`src/rtl/vz_upload_reader.sv`:
```
// Serves a VZ snapshot (24-byte header + RAM bytes) to HPS ioctl_rd requests during an upload session.
// Header bytes return one cycle after ioctl_rd; RAM bytes return the cycle after mem_ack or the timeout.
module vz_upload_reader #(
  parameter logic [127:0] FILE_NAME   = {80'd0, "MISTER"},
  parameter int unsigned  MEM_TIMEOUT = 255
) (
  input  logic        i_clk_sys,
  input  logic        i_reset,
  input  logic        i_ioctl_upload,
  input  logic        i_ioctl_rd,
  input  logic [15:0] i_ioctl_addr,
  output logic [7:0]  o_ioctl_din,
  output logic        o_ioctl_wait,
  input  logic [15:0] i_prog_start,
  input  logic [15:0] i_prog_end,
  input  logic        i_prog_type,
  output logic [16:0] o_upload_len,
  output logic        o_mem_req,
  output logic [15:0] o_mem_addr,
  input  logic [7:0]  i_mem_data,
  input  logic        i_mem_ack,
  output logic        o_busy
);

  typedef enum logic [2:0] {S_IDLE, S_ARMED, S_HDR, S_MREQ, S_DONE} state_t;

  function automatic int name_len(input logic [127:0] s);
    int n;
    n = 0;
    for (int i = 0; i < 16; i++) if (s[8*i +: 8] != 8'h00) n = i + 1;
    return n;
  endfunction

  // Name left-justified so character k sits in byte (15-k) with NUL padding below it.
  localparam int NAME_LEN = name_len(FILE_NAME);
  localparam logic [127:0] NAME_LJ = FILE_NAME << (8 * (16 - NAME_LEN));

  state_t      r_state, w_next;
  logic [15:0] r_start;
  logic        r_type;
  logic [16:0] r_len;
  logic [7:0]  r_din;
  logic [15:0] r_mem_addr;
  logic [7:0]  r_cnt;
  logic        r_abort;

  logic        w_rd_ok, w_in_data, w_timeout, w_discard;
  logic [16:0] w_data_len;
  logic [3:0]  w_k;
  logic [7:0]  w_hdr_byte;

  assign w_rd_ok    = (r_state == S_ARMED) & i_ioctl_upload & i_ioctl_rd;
  assign w_in_data  = ({1'b0, i_ioctl_addr} >= 17'd24) & ({1'b0, i_ioctl_addr} < r_len);
  assign w_timeout  = (r_cnt == 8'(MEM_TIMEOUT - 1));
  assign w_discard  = r_abort | ~i_ioctl_upload;
  assign w_data_len = (i_prog_end >= i_prog_start) ?
                      ({1'b0, i_prog_end} - {1'b0, i_prog_start} + 17'd1) : 17'd0;
  assign w_k        = i_ioctl_addr[3:0] - 4'd4;

  always_comb begin
    w_hdr_byte = 8'h00;
    if (i_ioctl_addr < 16'd24) begin
      case (i_ioctl_addr[4:0])
        5'd0:    w_hdr_byte = 8'h56;
        5'd1:    w_hdr_byte = 8'h5A;
        5'd2:    w_hdr_byte = 8'h46;
        5'd3:    w_hdr_byte = 8'h30;
        5'd21:   w_hdr_byte = {7'b1111000, r_type};
        5'd22:   w_hdr_byte = r_start[7:0];
        5'd23:   w_hdr_byte = r_start[15:8];
        default: w_hdr_byte = (i_ioctl_addr[4:0] < 5'd20) ? NAME_LJ[{~w_k, 3'b000} +: 8] : 8'h00;
      endcase
    end
  end

  always_ff @(posedge i_clk_sys or posedge i_reset) begin
    if (i_reset) r_state <= S_IDLE;
    else         r_state <= w_next;
  end

  always_comb begin
    w_next = r_state;
    case (r_state)
      S_IDLE:  if (i_ioctl_upload) w_next = S_ARMED;
      S_ARMED: begin
        if (!i_ioctl_upload) w_next = S_IDLE;
        else if (i_ioctl_rd) w_next = w_in_data ? S_MREQ : S_HDR;
      end
      S_HDR:   w_next = i_ioctl_upload ? S_ARMED : S_IDLE;
      // The RAM handshake is always completed, even when the session is gone.
      S_MREQ:  if (i_mem_ack | w_timeout) w_next = w_discard ? S_IDLE : S_DONE;
      S_DONE:  w_next = i_ioctl_upload ? S_ARMED : S_IDLE;
      default: w_next = S_IDLE;
    endcase
  end

  always_comb begin
    o_mem_req    = (r_state == S_MREQ);
    o_busy       = (r_state != S_IDLE);
    o_ioctl_wait = ((r_state == S_MREQ) & i_ioctl_upload) | (i_ioctl_rd & (r_state == S_ARMED));
    o_ioctl_din  = r_din;
    o_mem_addr   = r_mem_addr;
    o_upload_len = r_len;
  end

  always_ff @(posedge i_clk_sys or posedge i_reset) begin
    if (i_reset) begin
      r_start    <= 16'h0000;
      r_type     <= 1'b0;
      r_len      <= 17'd24;
      r_din      <= 8'h00;
      r_mem_addr <= 16'h0000;
      r_cnt      <= 8'h00;
      r_abort    <= 1'b0;
    end else begin
      case (r_state)
        S_IDLE: if (i_ioctl_upload) begin
          r_start <= i_prog_start;
          r_type  <= i_prog_type;
          r_len   <= 17'd24 + w_data_len;
          r_abort <= 1'b0;
        end
        S_ARMED: if (w_rd_ok) begin
          if (w_in_data) begin
            r_mem_addr <= r_start + i_ioctl_addr - 16'd24;
            r_cnt      <= 8'h00;
            r_abort    <= 1'b0;
          end else begin
            r_din <= w_hdr_byte;
          end
        end
        S_MREQ: begin
          r_cnt <= r_cnt + 8'h01;
          if (!i_ioctl_upload) r_abort <= 1'b1;
          if (i_mem_ack && !w_discard)      r_din <= i_mem_data;
          else if (w_timeout && !i_mem_ack && !w_discard) r_din <= 8'hFF;
        end
        default: ;
      endcase
    end
  end

endmodule

```
`config.mk`:
```
export PLATFORM = sky130hd
export DESIGN_NAME = vz_upload_reader
export DESIGN_NICKNAME = d
export VERILOG_FILES = /design/src/rtl/vz_upload_reader.sv
export SDC_FILE = /design/constraint.sdc
export NUM_CORES = 1
export LEC_CHECK = 0
export BUFFER_PORTS_ARGS = -buffer_cell sky130_fd_sc_hd__buf_4
export CAP_MARGIN = 20
export CORE_ASPECT_RATIO = 1.25
export CORE_MARGIN = 4
export CORE_UTILIZATION = 55
export DETAILED_ROUTE_END_ITERATION = 7
export GPL_ROUTABILITY_DRIVEN = 0
export PLACE_DENSITY = 0.9
export SKIP_LAST_GASP = 1
export SLEW_MARGIN = 20
export SYNTH_ARGS = -nofsm -noshare
export SYNTH_HDL_FRONTEND = slang
export SYNTH_SLANG_ARGS = --single-unit
```
`constraint.sdc`:
```
create_clock -name i_clk_sys -period 5.6 [get_ports i_clk_sys]
set_input_delay 0.28 -clock i_clk_sys [delete_from_list [all_inputs] [get_ports i_clk_sys]]
set_output_delay 0.28 -clock i_clk_sys [all_outputs]
set_load 0.005 [all_outputs]
```
After elaboration in Yosys (flattened, before gate mapping)
Cells that the tools add are included.

Bits in registers: 70. Latch bits: 0. Memory bits (writable): 0. Memory bits (read-only): 0. Input bits: 62. Output and inout bits: 44. Word-level logic and storage cells: 92. Memories: 0.

Add/sub/neg operators: 7. Multipliers: 0. Div/mod/pow operators: 0. Order comparisons: 5. Equality and inequality tests: 19. Shifts and indexed selects: 1. Multiplexer cells: 25. Bitwise logic cells: 10. Reduce and logical (&&, ||, !) cells: 17.

Operator list (count): 128-bit by 8-bit variable part select with 8-bit output, first input constant (1); 8-bit two-way mux (8); 8-bit case mux with 7 select lines (1); 8-bit case mux with 2 select lines (2); 17-bit by 1-bit adder with 17-bit output, second input constant (1); 5-bit by 17-bit adder with 17-bit output, first input constant (1); 16-bit by 17-bit < comparator with 1-bit output (1); 17-bit two-way mux (1); 16-bit by 16-bit subtractor with 17-bit output (1); 16-bit adder (1); 16-bit greater-or-equal comparator (1); 16-bit by 5-bit greater-or-equal comparator with 1-bit output, second input constant (1); 16-bit by 5-bit < comparator with 1-bit output, second input constant (1); 16-bit by 5-bit subtractor with 16-bit output, second input constant (1); 5-bit == test, second input constant (3); 3-bit two-way mux (5); 3-bit case mux with 4 select lines (1); 5-bit by 2-bit == test with 1-bit output, second input constant (2); 2-bit != test, second input constant (5); 3-bit AND reduction (3); 8-bit by 1-bit adder with 8-bit output, second input constant (1); 8-bit == test, second input constant (1); 3-bit by 2-bit == test with 1-bit output, second input constant (2); 1-bit two-way mux (6); other kinds (23) (33).

Longest topological paths before layout
Gate-level depths: netlist of the first run.

Depth in word-level cells: 9. Depth in mapped cells: 15. Gate-level depth less buffers: 15.

Worst setup path before layout of the first run
No wires, ideal clock.

Path type: input -> register. Start: input port i_prog_start[1]. End: register r_len[15], in the netlist o_upload_len[15]. Setup time: 0.125 ns. Arrival time: 3.278 ns. Required time: 5.475 ns. Path slack: 2.197 ns. Stages on the path: 15. Buffers on the path: 0. Path through: inv_1 ha_1 inv_1 ha_1 inv_1 fa_1 or2_4 a211oi_2 or4b_1 nand3_2 a2111oi_4 nand3_4 nor4b_4 xnor2_1 mux2_4.

Longest elaborated chain between the ends: 4. Elaborated cells on any way between the ends: 5. Those cells by class: add/sub: 3; order compare: 1; mux: 1.

RTL lines: start, declared (line 14) `input logic [15:0] i_prog_start,`; 16-bit by 16-bit subtractor with 17-bit output (line 57) `({1'b0, i_prog_end} - {1'b0, i_prog_start} + 17'd1) : 17'd0;`; 17-bit by 1-bit adder with 17-bit output (line 57); 17-bit two-way mux (*) (line 56) `assign w_data_len = (i_prog_end >= i_prog_start) ?`; 5-bit by 17-bit adder with 17-bit output (*) (line 120) `r_len <= 17'd24 + w_data_len;`; end signal, assigned (line 120); end, declared (line 41) `logic [16:0] r_len;`.

Every way passes the cells marked *; elsewhere a longest branch is shown, timed or not. A chain may end at the register's enable or synchronous reset.

Worst setup path in the final report of the first run
Start: register r_start[1]. End: register r_mem_addr[15], in the netlist o_mem_addr[15].

Longest elaborated chain between the ends: 2.

RTL lines: start, declared (line 39) `logic [15:0] r_start;`; start signal, assigned (line 118) `r_start <= i_prog_start;`; 16-bit adder (line 125) `r_mem_addr <= r_start + i_ioctl_addr - 16'd24;`; 16-bit by 5-bit subtractor with 16-bit output (line 125); end signal, assigned (line 125); end, declared (line 43) `logic [15:0] r_mem_addr;`.

Every way passes these cells.

==> results of run 1 <==
## Yosys cell counts (2+ instances only)
| cell | instances | area share (%) |
|---|---|---|
| inv_1 | 111 | 6.6 |
| ha_1 | 88 | 17 |
| nand2_1 | 69 | 4.1 |
| dfrtp_1 | 68 | 27 |
| o21ai_0 | 63 | 5.0 |
| nor2_1 | 41 | 2.4 |
| a21oi_1 | 35 | 2.8 |
| xnor2_1 | 24 | 3.3 |
| clkbuf_1 | 17 | 1.0 |
| nor3_1 | 17 | 1.3 |
| xor2_1 | 16 | 2.2 |
| nand3_1 | 15 | 1.2 |
| a21o_1 | 12 | 1.4 |
| nand2b_1 | 11 | 1.1 |
| nand4_1 | 11 | 1.1 |
| a31oi_1 | 9 | 0.89 |
| fa_1 | 9 | 2.8 |
| o22ai_1 | 8 | 0.79 |
| and2_1 | 7 | 0.69 |
| o21a_1 | 7 | 0.83 |
| mux2_2 | 6 | 1.1 |
| nor2b_1 | 6 | 0.59 |
| nor4_1 | 6 | 0.59 |
| a211oi_1 | 5 | 0.59 |
| o211ai_1 | 5 | 0.59 |
| o21bai_1 | 5 | 0.59 |
| or3_1 | 5 | 0.49 |
| a311oi_1 | 4 | 0.55 |
| o31ai_1 | 4 | 0.47 |
| a211o_1 | 3 | 0.41 |
| and3_1 | 3 | 0.30 |
| nand3b_1 | 3 | 0.35 |
| o2111ai_1 | 3 | 0.41 |
| or2_2 | 3 | 0.30 |
| a221oi_1 | 2 | 0.28 |
| a22oi_1 | 2 | 0.24 |
| a31o_2 | 2 | 0.28 |
| and4_1 | 2 | 0.28 |
| dfstp_2 | 2 | 0.83 |
| or2b_2 | 2 | 0.28 |
## worst max-delay path by stage
stage	start	end	slack [ns]	depth (start not counted)
after CTS	r_start[1]	o_mem_addr[15]	1.99	12
after detailed placement	i_prog_start[1]	o_upload_len[15]	1.84	16
after global placement	i_prog_start[1]	o_upload_len[15]	1.91	16
final	r_start[1]	o_mem_addr[15]	1.99	12
after global routing	r_start[1]	o_mem_addr[15]	1.69	12
after floorplan	i_prog_start[1]	o_upload_len[15]	2.20	15
## stage by stage
step / total power [mW] / worst slack (ns) / hold WS, ns
global placement: 2.56 / 1.91 / 0.465
global route: 3.45 / 1.69 / 0.142
finish: 3.18 / 1.99 / 0.141
CTS: 3.18 / 1.99 / 0.135
detailed placement: 2.63 / 1.84 / 0.472
floorplan: 2.03 / 2.20 / 0.385
## layout by cell type (no fill, tap or decap), types with 3 or more instances in the layout
| cell type | n |
|---|---|
| o21a_1 | 7 |
| and2_1 | 7 |
| buf_4 | 108 |
| clkbuf_16 | 9 |
| a21oi_1 | 35 |
| nand4_1 | 11 |
| o31ai_1 | 4 |
| o21ai_0 | 63 |
| o211ai_1 | 5 |
| xor2_1 | 16 |
| a31oi_1 | 9 |
| or2_2 | 3 |
| o2111ai_1 | 3 |
| dfrtp_1 | 68 |
| nand3_1 | 15 |
| nor4_1 | 6 |
| inv_1 | 110 |
| and3_1 | 3 |
| nor3_1 | 17 |
| xnor2_1 | 24 |
| a211o_1 | 3 |
| o22ai_1 | 8 |
| a21o_1 | 12 |
| clkbuf_1 | 3 |
| fa_1 | 9 |
| nor2_1 | 40 |
| or3_1 | 5 |
| o21bai_1 | 5 |
| nand2b_1 | 11 |
| ha_1 | 88 |
| mux2_2 | 6 |
| a311oi_1 | 4 |
| nor2b_1 | 6 |
| a211oi_1 | 5 |
| nand2_1 | 69 |
| nand3b_1 | 3 |
## flip-flops by register name, indices dropped and copies added (netlist names)
name          count
o_ioctl_din       8
o_mem_addr       16
o_upload_len     17
r_abort           1
r_cnt             8
r_start          16
r_state           3
r_type            1
## layer usage
layer | vias up | global-route usage (%)
li1 | 2799 | -
met1 | 2663 | 27.4
met2 | 201 | 44.0
met3 | 56 | 3.22
met4 | 0 | 12.1
met5 | - | 0
## layout make-up
class                   instances  area [um2]
inverters                     111         417
flip-flops and latches         70        1750
well taps                     135         169
clock inverters                 2        35.0
multi-input cells             548        4080
fillers                       888        3680
clock buffers                  12         236
repair buffers                108         811
## cell families (layout without fill, tap and decap cells)
logic type      after synthesis  after routing  share of synthesized area (%)
simple gates                217            217                           17.9
compound gates              186            186                           19.2
buf+inv                     132            233                           8.13
fa+ha+maj                    97             97                           20.2
flops                        70             70                           27.6
xor+xnor                     40             40                           5.51
mux                           8              8                           1.46
## power by group through the flow
stage	Sequential, mW	Clock [mW]	Combinational (mW)
2_1_floorplan	0.873	0	1.16
3_3_place_gp	0.907	0	1.65
3_5_place_dp	0.914	0	1.72
4_1_cts	0.908	0.541	1.73
5_1_grt	0.938	0.561	1.95
6_report	0.912	0.537	1.73
## critical path, delay by kind of cell, from the launching register on
family,cells,cell delay [ns]
xor+xnor,1,0.13
flops,1,0.41
simple gates,1,0.44
compound gates,7,1.56
fa+ha+maj,3,0.92
==> results.sh, run 1 <==
export IMPL_cp_start_kind="flip-flop"
export IMPL_rr_worst_depth=12
export IMPL_final_cells=986
export IMPL_hold_class="input port to flip-flop"
export IMPL_fp_dieW_um=104
export IMPL_holdPathEnd="r_type"
export IMPL_numCtsBuffers=9
export IMPL_post_route_period_util_pct=64.5
export IMPL_cts_hold_buffers=0
export IMPL_insertion_delay_ns=0.34
export IMPL_highest_layer="met4"
export IMPL_place_inst=972
export IMPL_min_path_cells=3
export IMPL_r2r_end="o_mem_addr[15]"
export IMPL_met1_length_mm=6.27
export IMPL_hold_viol_final=0
export IMPL_vias=5719
export IMPL_drt_pass1_iter_count=6
export IMPL_utilization_pct=67.1
export IMPL_nets=1007
export IMPL_grt_first_pass_wirelength_mm=26.3
export IMPL_yosysSeqAreaShare_pct=27.6
export IMPL_cts_setup_buffers=0
export IMPL_syn_inst=750
export IMPL_synth_area_um2=6350
export IMPL_max_stage_delay_ns=0.55
export IMPL_core_area_um2=11200
export IMPL_synthArstFlopShare_pct=100
export IMPL_cp_end_kind="flip-flop"
export IMPL_wl_met2_mm=8.07
export IMPL_syn_avg_cell_area_um2=8.47
export IMPL_cap_violations=0
export IMPL_drive_above_1_share_pct=18.3
export IMPL_cts_root_buf="clkbuf_16"
export IMPL_numPortBuffers=105
export IMPL_finalMaxSlewViolations=0
export IMPL_cts_num_sinks=70
export IMPL_ys_types=79
export IMPL_yosysWarnings=0
export IMPL_cts_repair_resized=0
export IMPL_clk_pin_slew_worst_paths_ns=0.05
export IMPL_synth_seq_cells=70
export IMPL_cp_data_arrival_time_ns=3.79
export IMPL_wl_per_cell_um=16.1
export IMPL_htree_num_levels=3
export IMPL_switchingPower_mw=1.29
export IMPL_ir_worst_vdd_mv=0.167
export IMPL_cts_tree="built"
export IMPL_ios=106
export IMPL_synth_edf_count=0
export IMPL_seqPwrFrac_pct=28.7
export IMPL_r2r_start="r_start[1]"
export IMPL_grt_pass1_vias=5685
export IMPL_syn_nets=909
export IMPL_crit_path_frequent_cell="ha_1"
export IMPL_status="finished, final reports clean"
export IMPL_p_int_mw=1.88
export IMPL_start_util_pct=56.8
export IMPL_leakage_nw=3.71
export IMPL_timing_slew_headroom_pct=35.2
export IMPL_met3_length_um=788
export IMPL_cts_buffer_depth=2
export IMPL_clkPwrFrac_pct=16.9
export IMPL_ys_flop_type="dfrtp_1"
export IMPL_rows=43
export IMPL_hpwl_mm=12.8
export IMPL_finalSetupTns_ns=0
export IMPL_skew_ns=0.00708
export IMPL_cp_max_fo=3
export IMPL_ant_nets=0
export IMPL_holdCritStartpoint="i_prog_type"
export IMPL_max_freq_mhz=277
export IMPL_grt_use_total_pct=24.0
export IMPL_crit_slowest_cell="a2111oi_1"
export IMPL_diodes=0
export IMPL_area_delta_synth_final_pct=18.2
export IMPL_chipHeight_um=128
export IMPL_drt_total_wl_mm=15.8
export IMPL_p_per_area_nw_per_um2=424
export IMPL_postPlaceCellArea_um2=7230
export IMPL_drc=0
export IMPL_r2r_slack_ns=1.99
export IMPL_fin_crit_ns=3.61
export IMPL_crit_path_cell_trace="ha_1 -> ha_1 -> fa_1 -> a21o_1 -> a21oi_1 -> o21bai_1 -> a2111oi_1 -> o31ai_1 -> or4_1 -> a31oi_1 -> xnor2_1 -> o21ai_0"
export IMPL_critPathKind="flip-flop to flip-flop"
export IMPL_viasPerCell=5.80
export IMPL_required_ns=5.78
export IMPL_rsz0062_at_grt="no"
export IMPL_die_area_um2=13300
export IMPL_grt_max_degree=71
export IMPL_drtIter0Drc=389
export IMPL_antenna_found_initial=0
export IMPL_worstMarginPinSlew_ns=0.970
export IMPL_grt_overflow=0
export IMPL_comb_power_share_pct=54.4
export IMPL_setup_viol=0
export IMPL_switching_share_pct=40.7
export IMPL_postLayoutCellArea_um2=7510
Power figures use the tool's default switching activity.
==> run 2, diff against run 1 <==
- clock period: 5.6 -> 3.7 ns (I/O delays scaled with it)
==> run 2 against run 1 <==
Non-clock buffer count increased by 1. Via count increased by 1.4%. The flow now finishes with violations (negative hold slack). Cell area increased by 0.45%. Highest routed layer unchanged. Flip-flop and latch count unchanged. Global-route usage increased by 0.92 points. Sequential share of layout area decreased by 0.10 points. Die area unchanged.
==> results.sh, run 2 (synthesized netlist as in run 1, its figures left out) <==
export IMPL_status="finished with violations"
export IMPL_violations="negative hold slack"
export IMPL_hold_ws_ns=-0.00618
export IMPL_post_route_period_util_pct=93.7
export IMPL_final_common_cell="inv_1"
export IMPL_vias=5799
export IMPL_start_util_pct=56.8
export IMPL_rows=43
export IMPL_grt_pass1_vias=5835
export IMPL_drtIter0Drc=403
export IMPL_cts_root_buf="clkbuf_16"
export IMPL_required_ns=3.88
export IMPL_worstMarginPinSlew_ns=0.976
export IMPL_cts_buffer_depth=2
export IMPL_clk_pin_slew_worst_paths_ns=0.06
export IMPL_finalMaxSlewViolations=0
export IMPL_ant_nets=0
export IMPL_grt_first_pass_wirelength_mm=27.2
export IMPL_drt_pass1_iter_count=6
export IMPL_hold_viol_final=15
export IMPL_critical_path_top_delay_family="compound AO/OA/AOI/OAI gates"
export IMPL_critPathKind="flip-flop to flip-flop"
export IMPL_crit_slowest_cell="fa_1"
export IMPL_path_depth=12
export IMPL_grt_overflow=0
export IMPL_cp_start_kind="flip-flop"
export IMPL_drive_above_1_share_pct=19.0
export IMPL_grt_use_total_pct=24.9
export IMPL_cp_end_kind="flip-flop"
export IMPL_grt_max_degree=50
export IMPL_fin_crit_ns=3.47
export IMPL_area_delta_synth_final_pct=18.7
export IMPL_hpwl_mm=13.2
export IMPL_diodes=0
export IMPL_crit_path_cell_trace="ha_1 -> ha_1 -> fa_1 -> a21o_1 -> a21oi_1 -> o21bai_1 -> a2111oi_2 -> o31ai_1 -> or4_1 -> a31oi_1 -> xnor2_1 -> o21ai_0"
export IMPL_leakage_nw=3.73
export IMPL_wl_per_cell_um=16.7
export IMPL_totalPowerFinal_mw=4.91
export IMPL_viasPerCell=5.86
export IMPL_fp_dieW_um=104
export IMPL_place_inst=973
export IMPL_largest_reg_flops=17
export IMPL_cts_num_sinks=70
export IMPL_drc=0
export IMPL_finalSetupTns_ns=0
export IMPL_cts_repair_resized=0
export IMPL_die_area_um2=13300
export IMPL_max_freq_mhz=288
export IMPL_postPlaceCellArea_um2=7240
export IMPL_rr_worst_depth=12
export IMPL_ios=106
export IMPL_numPortBuffers=105
export IMPL_max_stage_delay_ns=0.43
export IMPL_cts_hold_buffers=0
export IMPL_htree_num_levels=3
export IMPL_cts_setup_buffers=0
export IMPL_p_per_area_nw_per_um2=652
export IMPL_timing_slew_headroom_pct=35.0
export IMPL_layout_common_cells="inv_1, buf_4, ha_1, nand2_1, dfrtp_1"
export IMPL_ir_worst_vdd_mv=0.321
export IMPL_skew_ns=0.0105
export IMPL_chipHeight_um=128
export IMPL_antenna_found_initial=0
export IMPL_core_area_um2=11200
export IMPL_hold_class="input port to async pin"
export IMPL_cp_data_arrival_time_ns=3.64
export IMPL_path_buf_inv=0
export IMPL_drt_total_wl_mm=16.5
export IMPL_cp_max_fo=3
export IMPL_cap_violations=0
export IMPL_cts_tree="built"
export IMPL_final_cells=989
export IMPL_postLayoutCellArea_um2=7540
export IMPL_numCtsBuffers=9
export IMPL_crit_path_frequent_cell="ha_1"
export IMPL_nets=1008
export IMPL_rsz0062_at_grt="no"
export IMPL_insertion_delay_ns=0.34
export IMPL_setup_viol=0
run 2: final timing paths:
path	from	to	slack, ns
worst min-delay path	i_reset	r_start[12]	-0.006
worst min register to register	o_mem_addr[11]	o_mem_addr[11]	0.48
worst max register to register	r_start[1]	o_mem_addr[15]	0.23
min in group i_clk_sys	i_prog_type	r_type	0.05
worst max-delay path	r_start[1]	o_mem_addr[15]	0.23
max in group asynchronous	i_reset	o_upload_len[3]	2.88
run 2: stage by stage:
| stage | worst slack (ns) | utilization, % |
|---|---|---|
| after floorplan | 0.392 | - |
| after global placement | 0.113 | 64.7 |
| after detailed placement | 0.0277 | 64.7 |
| after CTS | 0.130 | 67.3 |
| after global routing | 0.0379 | 67.4 |
| final | 0.232 | 67.4 |
run 2: power breakdown:
group	internal (mW)	switching [mW]
logic	1.24	1.44
clock network	0.520	0.330
registers	1.11	0.271
total	2.88	2.04
run 2: cell type report:
cell class	instances	area, um2
Clock buffer	10	229
Clock inverter	6	62.6
Fill cell	892	3650
Inverter	111	418
Multi-Input combinational cell	548	4090
Sequential cell	70	1750
Tap cell	135	169
Timing Repair Buffer	109	818
run 2: layer usage:
layer  GRT usage (%)  vias to the layer above  share of wire (%)
li1                -                     2799                  -
met1            28.3                     2694                 39
met2            44.1                      234                 50
met3            3.32                       72                5.0
met4            16.4                        0                6.3
met5               0                        -                  0
